## src/rtl/hazard_stall_ctrl_if.sv

```systemverilog
// Pipeline hazard bus between the datapath and hazard_stall_ctrl.
// The datapath (master) presents the D/E/M instruction registers.
// The controller (slave) returns the stall and MDU sequencing signals.
interface hazard_stall_ctrl_if;
  logic [31:0] ir_d;
  logic [31:0] ir_e;
  logic [31:0] ir_m;
  logic        stall;
  logic        md_start;
  logic [1:0]  md_op;
  logic        md_busy;
  logic [3:0]  md_cnt;

  modport master (
    output ir_d, ir_e, ir_m,
    input  stall, md_start, md_op, md_busy, md_cnt
  );

  modport slave (
    input  ir_d, ir_e, ir_m,
    output stall, md_start, md_op, md_busy, md_cnt
  );
endinterface

```

## src/rtl/hazard_stall_ctrl.sv

```systemverilog
// Stall and multiply/divide sequencing controller for the 5-stage MIPS pipeline.
// Latency: stall/md_start/md_op combinational; md_cnt registered (md_busy follows it).
// Backpressure: stall freezes PC and F/D and bubbles D/E until every hazard clears.
module hazard_stall_ctrl #(
  parameter int MULT_CYCLES = 5,
  parameter int DIV_CYCLES  = 10
) (
  input  logic               clk,
  input  logic               reset,
  hazard_stall_ctrl_if.slave bus
);

  // Opcode and funct encodings of the decoded instruction subset
  localparam logic [5:0] OP_RTYPE = 6'h00;
  localparam logic [5:0] OP_ORI   = 6'h0D;
  localparam logic [5:0] OP_LW    = 6'h23;
  localparam logic [5:0] OP_SW    = 6'h2B;
  localparam logic [5:0] OP_BEQ   = 6'h04;
  localparam logic [5:0] OP_LUI   = 6'h0F;
  localparam logic [5:0] OP_JAL   = 6'h03;

  localparam logic [5:0] FN_ADDU  = 6'h21;
  localparam logic [5:0] FN_SUBU  = 6'h23;
  localparam logic [5:0] FN_JR    = 6'h08;
  localparam logic [5:0] FN_MULT  = 6'h18;
  localparam logic [5:0] FN_MULTU = 6'h19;
  localparam logic [5:0] FN_DIV   = 6'h1A;
  localparam logic [5:0] FN_DIVU  = 6'h1B;
  localparam logic [5:0] FN_MFHI  = 6'h10;
  localparam logic [5:0] FN_MFLO  = 6'h12;
  localparam logic [5:0] FN_MTHI  = 6'h11;
  localparam logic [5:0] FN_MTLO  = 6'h13;

  localparam logic [3:0] MULT_LOAD = 4'(MULT_CYCLES);
  localparam logic [3:0] DIV_LOAD  = 4'(DIV_CYCLES);

  // Source-operand requirements of the D-stage instruction
  typedef struct packed {
    logic       rs_used;
    logic [1:0] rs_tuse;
    logic       rt_used;
    logic [1:0] rt_tuse;
  } src_t;

  // Destination produced by an in-flight instruction and when it becomes ready
  typedef struct packed {
    logic [4:0] dst;
    logic [1:0] tnew;
  } dst_t;

  // MDU issue information for the E-stage instruction
  typedef struct packed {
    logic       start;
    logic [1:0] op;
  } md_iss_t;

  function automatic logic is_rfn(input logic [31:0] ir, input logic [5:0] fn);
    return (ir[31:26] == OP_RTYPE) && (ir[5:0] == fn);
  endfunction

  // Which sources the instruction reads in D and how soon it needs them
  function automatic src_t decode_src(input logic [31:0] ir);
    src_t s;
    s = '0;
    if (is_rfn(ir, FN_ADDU) || is_rfn(ir, FN_SUBU) ||
        is_rfn(ir, FN_MULT) || is_rfn(ir, FN_MULTU) ||
        is_rfn(ir, FN_DIV)  || is_rfn(ir, FN_DIVU)) begin
      s.rs_used = 1'b1;
      s.rs_tuse = 2'd1;
      s.rt_used = 1'b1;
      s.rt_tuse = 2'd1;
    end else if (is_rfn(ir, FN_JR)) begin
      s.rs_used = 1'b1;
      s.rs_tuse = 2'd0;
    end else if (is_rfn(ir, FN_MTHI) || is_rfn(ir, FN_MTLO)) begin
      s.rs_used = 1'b1;
      s.rs_tuse = 2'd1;
    end else begin
      case (ir[31:26])
        OP_ORI, OP_LW: begin
          s.rs_used = 1'b1;
          s.rs_tuse = 2'd1;
        end
        OP_SW: begin
          s.rs_used = 1'b1;
          s.rs_tuse = 2'd1;
          s.rt_used = 1'b1;
          s.rt_tuse = 2'd2;
        end
        OP_BEQ: begin
          s.rs_used = 1'b1;
          s.rs_tuse = 2'd0;
          s.rt_used = 1'b1;
          s.rt_tuse = 2'd0;
        end
        default: s = '0;
      endcase
    end
    return s;
  endfunction

  // Destination register and Tnew; in_m selects the M-stage view (only lw still pending)
  function automatic dst_t decode_dst(input logic [31:0] ir, input logic in_m);
    dst_t d;
    d = '0;
    if (is_rfn(ir, FN_ADDU) || is_rfn(ir, FN_SUBU) ||
        is_rfn(ir, FN_MFHI) || is_rfn(ir, FN_MFLO)) begin
      d.dst  = ir[15:11];
      d.tnew = in_m ? 2'd0 : 2'd1;
    end else begin
      case (ir[31:26])
        OP_ORI, OP_LUI: begin
          d.dst  = ir[20:16];
          d.tnew = in_m ? 2'd0 : 2'd1;
        end
        OP_LW: begin
          d.dst  = ir[20:16];
          d.tnew = in_m ? 2'd1 : 2'd2;
        end
        OP_JAL: begin
          d.dst  = 5'd31;
          d.tnew = 2'd0;
        end
        default: d = '0;
      endcase
    end
    return d;
  endfunction

  // Any instruction touching HI/LO must wait for the MDU to be idle
  function automatic logic is_md_class(input logic [31:0] ir);
    return is_rfn(ir, FN_MULT) || is_rfn(ir, FN_MULTU) ||
           is_rfn(ir, FN_DIV)  || is_rfn(ir, FN_DIVU)  ||
           is_rfn(ir, FN_MFHI) || is_rfn(ir, FN_MFLO)  ||
           is_rfn(ir, FN_MTHI) || is_rfn(ir, FN_MTLO);
  endfunction

  // Start pulse and opcode for mult/multu/div/divu; op stays 00 otherwise
  function automatic md_iss_t decode_md(input logic [31:0] ir);
    md_iss_t m;
    m = '0;
    if (is_rfn(ir, FN_MULT)) begin
      m.start = 1'b1;
      m.op    = 2'b00;
    end else if (is_rfn(ir, FN_MULTU)) begin
      m.start = 1'b1;
      m.op    = 2'b01;
    end else if (is_rfn(ir, FN_DIV)) begin
      m.start = 1'b1;
      m.op    = 2'b10;
    end else if (is_rfn(ir, FN_DIVU)) begin
      m.start = 1'b1;
      m.op    = 2'b11;
    end
    return m;
  endfunction

  // A source stalls on a producer if it is a real register that will not be ready in time
  function automatic logic src_hazard(input logic used, input logic [4:0] s,
                                      input logic [1:0] tuse, input dst_t p);
    return used && (s != 5'd0) && (s == p.dst) && (p.tnew > tuse);
  endfunction

  src_t       src_d;
  dst_t       dst_e;
  dst_t       dst_m;
  md_iss_t    md_e;
  logic       md_class_d;
  logic [4:0] rs_d;
  logic [4:0] rt_d;
  logic       data_hz;
  logic       md_hz;
  logic       md_busy;
  logic [3:0] md_cnt_q;
  logic [3:0] md_cnt_d;

  assign src_d      = decode_src(bus.ir_d);
  assign dst_e      = decode_dst(bus.ir_e, 1'b0);
  assign dst_m      = decode_dst(bus.ir_m, 1'b1);
  assign md_e       = decode_md(bus.ir_e);
  assign md_class_d = is_md_class(bus.ir_d);
  assign rs_d       = bus.ir_d[25:21];
  assign rt_d       = bus.ir_d[20:16];

  // Data hazards: each D source against the E and M producers
  always_comb begin
    data_hz = 1'b0;
    data_hz = src_hazard(src_d.rs_used, rs_d, src_d.rs_tuse, dst_e) ||
              src_hazard(src_d.rs_used, rs_d, src_d.rs_tuse, dst_m) ||
              src_hazard(src_d.rt_used, rt_d, src_d.rt_tuse, dst_e) ||
              src_hazard(src_d.rt_used, rt_d, src_d.rt_tuse, dst_m);
  end

  // MDU is busy from the cycle it starts until the countdown drains
  assign md_busy = md_e.start || (md_cnt_q != 4'd0);
  assign md_hz   = md_class_d && md_busy;

  // Countdown next state: load on start (reload if already counting), else drain
  always_comb begin
    md_cnt_d = md_cnt_q;
    if (md_e.start) begin
      md_cnt_d = md_e.op[1] ? DIV_LOAD : MULT_LOAD;
    end else if (md_cnt_q != 4'd0) begin
      md_cnt_d = md_cnt_q - 4'd1;
    end
  end

  // Countdown register with synchronous reset
  always_ff @(posedge clk) begin
    if (reset) begin
      md_cnt_q <= 4'd0;
    end else begin
      md_cnt_q <= md_cnt_d;
    end
  end

  assign bus.stall    = data_hz || md_hz;
  assign bus.md_start = md_e.start;
  assign bus.md_op    = md_e.op;
  assign bus.md_busy  = md_busy;
  assign bus.md_cnt   = md_cnt_q;

endmodule

```

## src/flat_wrapper.sv

```systemverilog
// flat-port wrapper written by rule: the top's interface ports become plain ports
module hazard_stall_ctrl_flat 
#(
  parameter int MULT_CYCLES = 5,
  parameter int DIV_CYCLES  = 10
)
  (clk, reset, bus_ir_d, bus_ir_e, bus_ir_m, bus_stall, bus_md_start, bus_md_op, bus_md_busy, bus_md_cnt);
  hazard_stall_ctrl_if bus_i ();
  input  logic clk;
  input  logic reset;
  input wire logic [$bits(bus_i.ir_d)-1:0] bus_ir_d;
  input wire logic [$bits(bus_i.ir_e)-1:0] bus_ir_e;
  input wire logic [$bits(bus_i.ir_m)-1:0] bus_ir_m;
  output wire logic [$bits(bus_i.stall)-1:0] bus_stall;
  output wire logic [$bits(bus_i.md_start)-1:0] bus_md_start;
  output wire logic [$bits(bus_i.md_op)-1:0] bus_md_op;
  output wire logic [$bits(bus_i.md_busy)-1:0] bus_md_busy;
  output wire logic [$bits(bus_i.md_cnt)-1:0] bus_md_cnt;
  assign bus_i.ir_d = bus_ir_d;
  assign bus_i.ir_e = bus_ir_e;
  assign bus_i.ir_m = bus_ir_m;
  assign bus_stall = bus_i.stall;
  assign bus_md_start = bus_i.md_start;
  assign bus_md_op = bus_i.md_op;
  assign bus_md_busy = bus_i.md_busy;
  assign bus_md_cnt = bus_i.md_cnt;
  hazard_stall_ctrl #(.MULT_CYCLES(MULT_CYCLES), .DIV_CYCLES(DIV_CYCLES)) u_core (.clk(clk), .reset(reset), .bus(bus_i));
endmodule
```

## config.mk

```make
export PLATFORM = sky130hd
export DESIGN_NAME = hazard_stall_ctrl_flat
export DESIGN_NICKNAME = d
export VERILOG_FILES = /design/src/rtl/hazard_stall_ctrl_if.sv /design/src/rtl/hazard_stall_ctrl.sv /design/src/flat_wrapper.sv
export SDC_FILE = /design/constraint.sdc
export NUM_CORES = 1
export LEC_CHECK = 0
export CORE_MARGIN = 3
export CORE_UTILIZATION = 33
export DETAILED_ROUTE_END_ITERATION = 12
export PLACE_DENSITY = 0.87
export RECOVER_POWER = 50
export SYNTH_ARGS = -nofsm -noshare
export SYNTH_HDL_FRONTEND = slang
export SYNTH_SLANG_ARGS = --single-unit
```

## constraint.sdc

```tcl
create_clock -name clk -period 6.5 [get_ports clk]
set_clock_uncertainty 0.15 [all_clocks]
set_input_delay 1.3 -clock clk [delete_from_list [all_inputs] [get_ports clk]]
set_output_delay 1.3 -clock clk [all_outputs]
set_load 0.05 [all_outputs]
```

# --- Yosys cells after proc, flatten, opt, wreduce, memory -nomap -nowiden ---
# Cells that the tools add are included.
word_totals:
  reg_bits: 4
  wordCells: 131
op_classes:
  muxes: 18
  add_sub_neg: 1
  eq_ne: 39
  n_reduce_logical: 68
  order_cmp: 4
ops:
  columns: ["cell", "n"]
  rows:
  - ["6-bit by 5-bit == test with 1-bit output, second input constant", 16]
  - ["6-bit == test, second input constant", 10]
  - ["7-bit case mux with 3 select lines", 2]
  - ["6-bit by 4-bit == test with 1-bit output, second input constant", 6]
  - ["1-bit logical AND", 34]
  - ["1-bit logical OR", 24]
  - ["3-bit 2-to-1 mux", 8]
  - ["5-bit == test", 4]
  - ["6-bit zero test", 3]
  - ["7-bit 2-to-1 mux", 2]
  - ["6-bit by 2-bit == test with 1-bit output, second input constant", 2]
  - ["4-bit 2-to-1 mux", 3]
  - ["3-bit case mux with 2 select lines", 2]
  - ["5-bit nonzero test", 2]
  - ["2-bit > comparator", 4]
  - ["6-bit by 3-bit == test with 1-bit output, second input constant", 1]
  - ["6-bit 2-to-1 mux", 1]
  - ["4-bit nonzero test", 1]
  - ["2-bit OR reduction", 2]
  - ["4-bit by 1-bit subtractor with 4-bit output, second input constant", 1]
  - ["3-bit OR reduction", 1]
  - ["2-bit nonzero test", 1]

# --- Logic depth before layout (Yosys ltp) ---
# Gate-level depths: netlist (run 1).
logic_depth:
  word_depth: 15
  ltp_mapped: 10

# --- Least setup slack after synthesis (run 1) ---
# OpenSTA, ideal clock, no wires.
synth_timing:
  path_kind: "input to output"
  startpoint: "input bus_ir_m[31]"
  endpoint: "output bus_stall"
  t_arrival_ns: 3.591
  n_path_buf: 0
  path_slack_ns: 1.459
  stages: 8
  cell_sequence: "or4_4 > a211oi_4 > o2bb2ai_1 > xnor2_1 > nand4_1 > nor4_1 > a21oi_1 > o2111ai_1"
synth_between:
  elab_chain_len: 13
synth_rtl:
  columns: ["element", "line", "source"]
  rows:
  - ["start: declaration", "flat_wrapper.sv:13", "input wire logic [$bits(bus_i.ir_m)-1:0] bus_ir_m;"]
  - ["parallel branches: the longest is 5 deep, another holds 7-bit case mux with 3 select lines", null, null]
  - ["7-bit 2-to-1 mux *", "hazard_stall_ctrl.sv:106", "if (is_rfn(ir, FN_ADDU) || is_rfn(ir, FN_SUBU) ||"]
  - ["5-bit == test", "hazard_stall_ctrl.sv:161", "return used && (s != 5'd0) && (s == p.dst) && (p.tnew > tuse);"]
  - ["1-bit logical AND (2 in a row)", "hazard_stall_ctrl.sv:161", null]
  - ["1-bit logical OR", "hazard_stall_ctrl.sv:188", "data_hz = src_hazard(src_d.rs_used, rs_d, src_d.rs_tuse, dst_e) ||"]
  - ["1-bit logical OR", "hazard_stall_ctrl.sv:189", "src_hazard(src_d.rs_used, rs_d, src_d.rs_tuse, dst_m) ||"]
  - ["1-bit logical OR *", "hazard_stall_ctrl.sv:190", "src_hazard(src_d.rt_used, rt_d, src_d.rt_tuse, dst_e) ||"]
  - ["1-bit logical OR *", "hazard_stall_ctrl.sv:217", "assign bus.stall = data_hz || md_hz;"]
  - ["end: declaration", "flat_wrapper.sv:14", "output wire logic [$bits(bus_i.stall)-1:0] bus_stall;"]
# Mark *: on every way between the ends.

# --- Worst setup path in the final report (run 1) ---
# Ends and elaborated chain as after synthesis.

==> results by group, run 1 <==
Yosys
  – Xor/xnor share of the synthesized area: 0.179
  – Syn Nets: ~260
  – Adder-cell share of the synthesized area: 0.0556
  – Cell Area, Synth: approximately 1100 um^2
  – Ys Warns: 0
  – #FFs+latches synth: 4
  – Post-Syn Area per Cell: a little over 7 um^2
  – Primary FF master, synth: dfxtp_1
  – Seq/Total Area, Yosys: 0.0711
  – Synthesized instance count: about 160
  – Largest family of logic cells by synthesized area: simple AND/OR/NAND/NOR gates
  – Post-synth EDFFs: 0
  – Post-synthesis mux area share: 0
  – Compound-Gate Fraction of Synth Area: 0.258
  – Fraction of registers with async set/reset: 0
  – Post-Synth Simple-Gate Area: 0.412
  – Yosys cell types: a little under 50

Cells and area
  – N_diodes: 0
  – Final non-filler cell total: approximately 280
  – Most frequent cells in the layout: 70 x clkdlybuf4s50_1, 19 x a21oi_1, 17 x nor2_1
  – Filler cells: 300
  – Layout Area Growth over Synthesis: 73.4%
  – Nets@finish: about 340
  – Multi-input gate area: 1020 um^2
  – FF/Latch Area: 80.1 um^2
  – Max FFs per register: 4
  – Share of layout cells above drive strength 1: 0.0759
  – Commonest non-fill, non-tap cell in the layout: clkdlybuf4s50_1

Placement
  – Port Buffers: 75
  – Dpl hpwl: between 3 and 4 mm
  – Final Wtd Congestion: between 0.8 and 0.9
  – Placed Cells incl. Taps: between 200 and 300

Flow run
  – Maxcap violations: 0

CTS
  – Post-CTS Setup Bufs: 0
  – TritonCTS clock tree: done
  – Hold-fix buffers at CTS: 0
  – H-tree levels: 1
  – Num Clock Sinks: 4
  – Reg clk slew, reported paths: 0.04 ns
  – Max Buffers Root-to-Sink: 2
  – Clock Latency Late Sink: roughly 0.23 ns
  – Post-CTS sizing: 0
  – CTS root buf: clkbuf_4
  – Total CTS buffers: 3

Worst setup path
  – CP cell instances: clkdlybuf4s50_1 > or4_4 > a211oi_4 > o2bb2ai_1 > xnor2_1 > nand4_1 > nor4_1 > a21oi_1 > o2111ai_1 > clkdlybuf4s50_1
  – Worst r2r src: u_core.bus.md_cnt[0]$_SDFFE_PP0P_
  – WP data arrival: around 4.6 ns
  – Worst reg2reg setup slack: about 4.8 ns
  – Worst Setup SP: bus_ir_m[31]
  – CP max-delay cell: clkdlybuf4s50_1
  – Top cell by count, worst path: clkdlybuf4s50_1
  – Slowest Stage Delay on Critical Path: approximately 0.85 ns
  – CP Data Required Time: 5.05 ns
  – CP startpoint kind: primary input
  – WS Path Type: in2out
  – Crit path max fanout: 5
  – Delay-heaviest family, CP: buffers and inverters
  – Crit path depth: 10
  – Worst reg2reg path depth: 6
  – Critical path capture point type: output pin
  – Crit path buffers/inverters: 2

Floorplan
  – Core Box Area: 3150 um^2
  – Initial Util: 0.357
  – Rows: 20
  – Die Ht: around 64 um
  – Die ar.: between 4000 and 5000 um^2
  – Die Wd: 64.4 um
  – Top Ports: 107

Min path
  – Hold path depth: 3
  – Worst hold path type: reg2reg
  – HP Start: u_core.bus.md_cnt[3]$_SDFFE_PP0P_

STA
  – Fmax: between 0.15 and 0.2 GHz
  – Fin crit share: 0.931
  – Hold Fails Final Rpt: 0
  – Final TNS setup: 0 ns
  – Setup repair after global routing missed its margin: false
  – Fin crit period: just over 6 ns
  – Relative slew slack: 0.599
  – Final Max Tran Viols: 0
  – Transition time of the tightest slew-check pin: approximately 0.60 ns
  – Final setup violation count: 0

Drt
  – Initial detailed-routing violation count: 56
  – Final wirelength: about 3.6 mm
  – DRC violations left: 0
  – Via density: ~5.3
  – DRT Pass-1 Iters: 4
  – Vias: ~1500
  – Mean routed wirelength per cell: ~13 um
  – Post-DRT Antenna Nets: 0

Power
  – Pleak: 0.711 nW
  – P per Cell Area: about 140 nW/um^2
  – Max VDD drop: between 0.06 and 0.07 mV

GRT
  – Pin count of the biggest net entering global routing: 11
  – Initial antenna violation count: 0
  – First-pass GRT wire length: about 6.0 mm
  – Vias in the first global route: between 1000 and 1500
  – Gr ovfl total: 0
  – GRT Util Overall: 0.173

Outcome
  – Status: finished, final reports clean
## through the flow
step	setup WS (ns)	util	hold WS (ns)	power (W)	instance area [um^2]
2_1_floorplan	1.46	-	0.651	0.000161	1130
3_3_place_gp	0.579	0.613	0.443	0.000242	1930
3_5_place_dp	0.509	0.613	0.455	0.000247	1930
4_1_cts	0.483	0.621	0.462	0.000280	1960
5_1_grt	0.246	0.619	0.518	0.000293	1950
6_report	0.449	0.619	0.451	0.000275	1950
## worst paths after layout
check | endpoint
worst max-delay path | bus_stall
worst min-delay path | u_core.bus.md_cnt[3]$_SDFFE_PP0P_
worst max register to register | u_core.bus.md_cnt[0]$_SDFFE_PP0P_
worst min register to register | u_core.bus.md_cnt[3]$_SDFFE_PP0P_
## routing by layer
| layer | up-vias | wire [um] | global-route usage |
|---|---|---|---|
| li1 | 751 | - | - |
| met1 | 672 | 1500 | 0.206 |
| met2 | 54 | 1870 | 0.331 |
| met3 | 0 | 246 | 0.0277 |
| met4 | 0 | 0 | 0.0185 |
| met5 | - | 0 | 0 |
## where the power goes
part           switching [W]  total [W]  internal [W]
clock network     0.00000960  0.0000302     0.0000206
registers         0.00000880  0.0000424     0.0000336
logic               0.000109   0.000202     0.0000933
## tightest hold or removal path, delay by kind of cell (launching register included)
family	cells	cell delay, ns
xor+xnor	1	0.08
flops	1	0.35
compound gates	1	0.06
simple gates	1	0.06
## layout make-up
| cell class | count | share of cell area |
|---|---|---|
| Timing Repair Buffer | 76 | 0.386 |
| Inverter | 6 | 0.0115 |
| Tap cell | 44 | 0.0282 |
| Multi-Input combinational cell | 148 | 0.521 |
| Clock buffer | 3 | 0.0115 |
| Sequential cell | 4 | 0.0410 |
## cell families after synthesis
logic type,Yosys count
AND/OR/NAND/NOR,76
AO/OA/AOI/OAI,44
XOR/XNOR,23
buffers and inverters,7
adder cells (fa/ha/maj),5
flip-flops,4
## cell usage after synthesis (2+ instances only)
master     number  area, um^2
a21oi_1        19        95.1
and2b_2         2        17.5
and3b_1         3        26.3
dfxtp_1         4        80.1
ha_1            5        62.6
inv_1           6        22.5
nand2_1        15        56.3
nand3_1         4        20.0
nand4_1         3        18.8
nand4b_1        2        17.5
nor2_1         17        63.8
nor2b_1         2        12.5
nor3_1          2        10.0
nor3b_1         4        30.0
nor4_1          3        18.8
o2111ai_1       2        17.5
o21ai_0         4        20.0
o21ai_1         4        20.0
o2bb2ai_1       5        43.8
or4_1           3        22.5
xnor2_1        13         114
xor2_1         10        87.6
(Power assumes the default switching activity.)
==> run 2: changes to the inputs <==
--- a/config.mk
+++ b/config.mk
@@ -5,11 +5,13 @@
 export SDC_FILE = /design/constraint.sdc
 export NUM_CORES = 1
 export LEC_CHECK = 0
+export CORE_ASPECT_RATIO = 0.9
 export CORE_MARGIN = 3
 export CORE_UTILIZATION = 33
 export DETAILED_ROUTE_END_ITERATION = 12
 export PLACE_DENSITY = 0.87
 export RECOVER_POWER = 50
+export SLEW_MARGIN = 10
 export SYNTH_ARGS = -nofsm -noshare
 export SYNTH_HDL_FRONTEND = slang
 export SYNTH_SLANG_ARGS = --single-unit
==> run 2 against run 1 <==
Clock power grew 74%. Setup slack improved by 0.041 ns. Power rose by 8.6%. Via count is 1.4% lower. Sequential power barely moved. Largest cell class unchanged. Fmax rose by 0.68%. Clock-buffer cell count did not move. First-iteration DRC count is 1.8% lower. Design area increased by 0.83%. Hold slack gained 0.022 ns. Register-to-register slack is essentially flat.
==> results by group, run 2 (synthesis results as in run 1) <==
Outcome
  – Status: finished, final reports clean

Drt
  – Via density: about 5.2
  – Final wirelength: between 3 and 4 mm
  – Mean routed wirelength per cell: ~12 um
  – Vias: around 1500
  – DRT Pass-1 Iters: 4
  – DRC violations left: 0
  – Post-DRT Antenna Nets: 0
  – Initial detailed-routing violation count: 55

CTS
  – Hold-fix buffers at CTS: 0
  – Clock Latency Late Sink: around 0.22 ns
  – TritonCTS clock tree: done
  – Num Clock Sinks: 4
  – Reg clk slew, reported paths: 0.03 ns
  – Post-CTS sizing: 0
  – Max Buffers Root-to-Sink: 2
  – H-tree levels: 1
  – Post-CTS Setup Bufs: 0
  – CTS root buf: clkbuf_8
  – Total CTS buffers: 3

STA
  – Final Max Tran Viols: 0
  – Fin crit period: approximately 6 ns
  – Final setup violation count: 0
  – Fmax: around 0.17 GHz
  – Setup repair after global routing missed its margin: false
  – Relative slew slack: 0.609
  – Transition time of the tightest slew-check pin: approximately 0.59 ns
  – Hold Fails Final Rpt: 0
  – Fin crit share: 0.925
  – Final TNS setup: 0 ns

Cells and area
  – Nets@finish: ~340
  – Filler cells: around 290
  – Layout Area Growth over Synthesis: 74.9%
  – Max FFs per register: 4
  – N_diodes: 0
  – Commonest non-fill, non-tap cell in the layout: clkdlybuf4s50_1
  – Share of layout cells above drive strength 1: 0.0759
  – Most frequent cells in the layout: 70 x clkdlybuf4s50_1, 19 x a21oi_1, 17 x nor2_1
  – Final core occ: 0.623

GRT
  – Vias in the first global route: 1419
  – Initial antenna violation count: 0
  – Gr ovfl total: 0
  – Pin count of the biggest net entering global routing: 11
  – GRT Util Overall: 0.179
  – First-pass GRT wire length: between 5 and 6 mm

Min path
  – Worst hold path type: reg2reg
  – HP Start: u_core.bus.md_cnt[3]$_SDFFE_PP0P_

Power
  – Switching share of power: 0.440
  – Pleak: just over 0.7 nW
  – Internal power: about 0.00017 W
  – P per Cell Area: 151 nW/um^2
  – Seq pwr share: 0.143
  – Comb power frac: 0.681
  – Max VDD drop: between 0.07 and 0.08 mV
  – Clk pwr share: 0.176
  – Psw: between 0.0001 and 0.00015 W

Worst setup path
  – CP max-delay cell: clkdlybuf4s50_1
  – Slowest Stage Delay on Critical Path: around 0.85 ns
  – WS Path Type: in2out
  – Critical path capture point type: output pin
  – WP data arrival: between 4 and 5 ns
  – CP startpoint kind: primary input
  – CP cell instances: dlygate4sd3_1 > nor2_1 > clkbuf_1 > o2111a_1 > a41oi_1 > ha_1 > nor2_1 > o22ai_1 > nor3_2 > nand3_1 > o2111ai_1 > clkdlybuf4s50_1
  – Worst Setup SP: bus_ir_e[31]
  – Top cell by count, worst path: nor2_1
  – Crit path max fanout: 10
  – Worst r2r src: u_core.bus.md_cnt[0]$_SDFFE_PP0P_
  – CP Data Required Time: slightly above 5 ns

Floorplan
  – Initial Util: 0.356
  – Die ar.: approximately 4200 um^2
  – Die Ht: around 60 um
  – Core Box Area: around 3200 um^2
  – Die Wd: ~68 um
  – Rows: 19
  – Top Ports: roughly 110

Placement
  – Final Wtd Congestion: about 0.87
  – Port Buffers: between 70 and 80
  – Dpl hpwl: ~3.1 mm

Flow run
  – Maxcap violations: 0
==> run 2: changes by cell type in the layout (fill, tap and decap cells not counted) <==
cell      previous run  this run
clkbuf_4             3         0
clkbuf_8             0         3
==> run 2: worst max-delay path, delay by kind of cell <==
kind | cells | cell delay, ns
compound gates | 4 | 0.79
fa+ha+maj | 1 | 0.33
buf+inv | 3 | 1.69
simple gates | 4 | 0.45
==> run 2: stage by stage <==
stage	std cells	hold slack [ns]	total power [W]	worst slack (ns)	cell area (um^2)
2_1_floorplan	159	0.651	0.000161	1.46	1130
3_3_place_gp	276	0.446	0.000243	0.541	1930
3_5_place_dp	276	0.459	0.000250	0.523	1930
4_1_cts	279	0.472	0.000303	0.520	1970
5_1_grt	279	0.520	0.000319	0.222	1970
6_report	279	0.473	0.000298	0.490	1970
==> run 2: layout make-up <==
type	instances	area, um^2	area share
Clock buffer	3	41.3	0.0210
Inverter	6	22.5	0.0114
Tap cell	42	52.6	0.0267
Timing Repair Buffer	76	754	0.383
Multi-Input combinational cell	148	1020	0.517
Sequential cell	4	80.1	0.0407
==> run 2: power groups by stage <==
stage | sequential (W) | clock (W) | combinational, W
5_1_grt | 0.0000439 | 0.0000537 | 0.000221
2_1_floorplan | 0.0000703 | 0 | 0.0000904
6_report | 0.0000427 | 0.0000524 | 0.000203
3_3_place_gp | 0.0000432 | 0 | 0.000199
3_5_place_dp | 0.0000435 | 0 | 0.000206
4_1_cts | 0.0000430 | 0.0000529 | 0.000207
==> run 2: per-layer routing <==
metal  share of wire  GRT usage
met3           0.073     0.0274
met4          0.0058     0.0405
met2            0.48      0.309
met5               0          0
met1            0.44      0.235
==> run 2: worst paths after layout <==
| kind | to | slack, ns | cells after the start |
|---|---|---|---|
| setup / recovery | bus_stall | 0.49 | 12 |
| hold / removal | u_core.bus.md_cnt[3]$_SDFFE_PP0P_ | 0.47 | 3 |
| setup reg to reg | u_core.bus.md_cnt[1]$_SDFFE_PP0P_ | 4.79 | 7 |
| hold reg to reg | u_core.bus.md_cnt[3]$_SDFFE_PP0P_ | 0.47 | 3 |
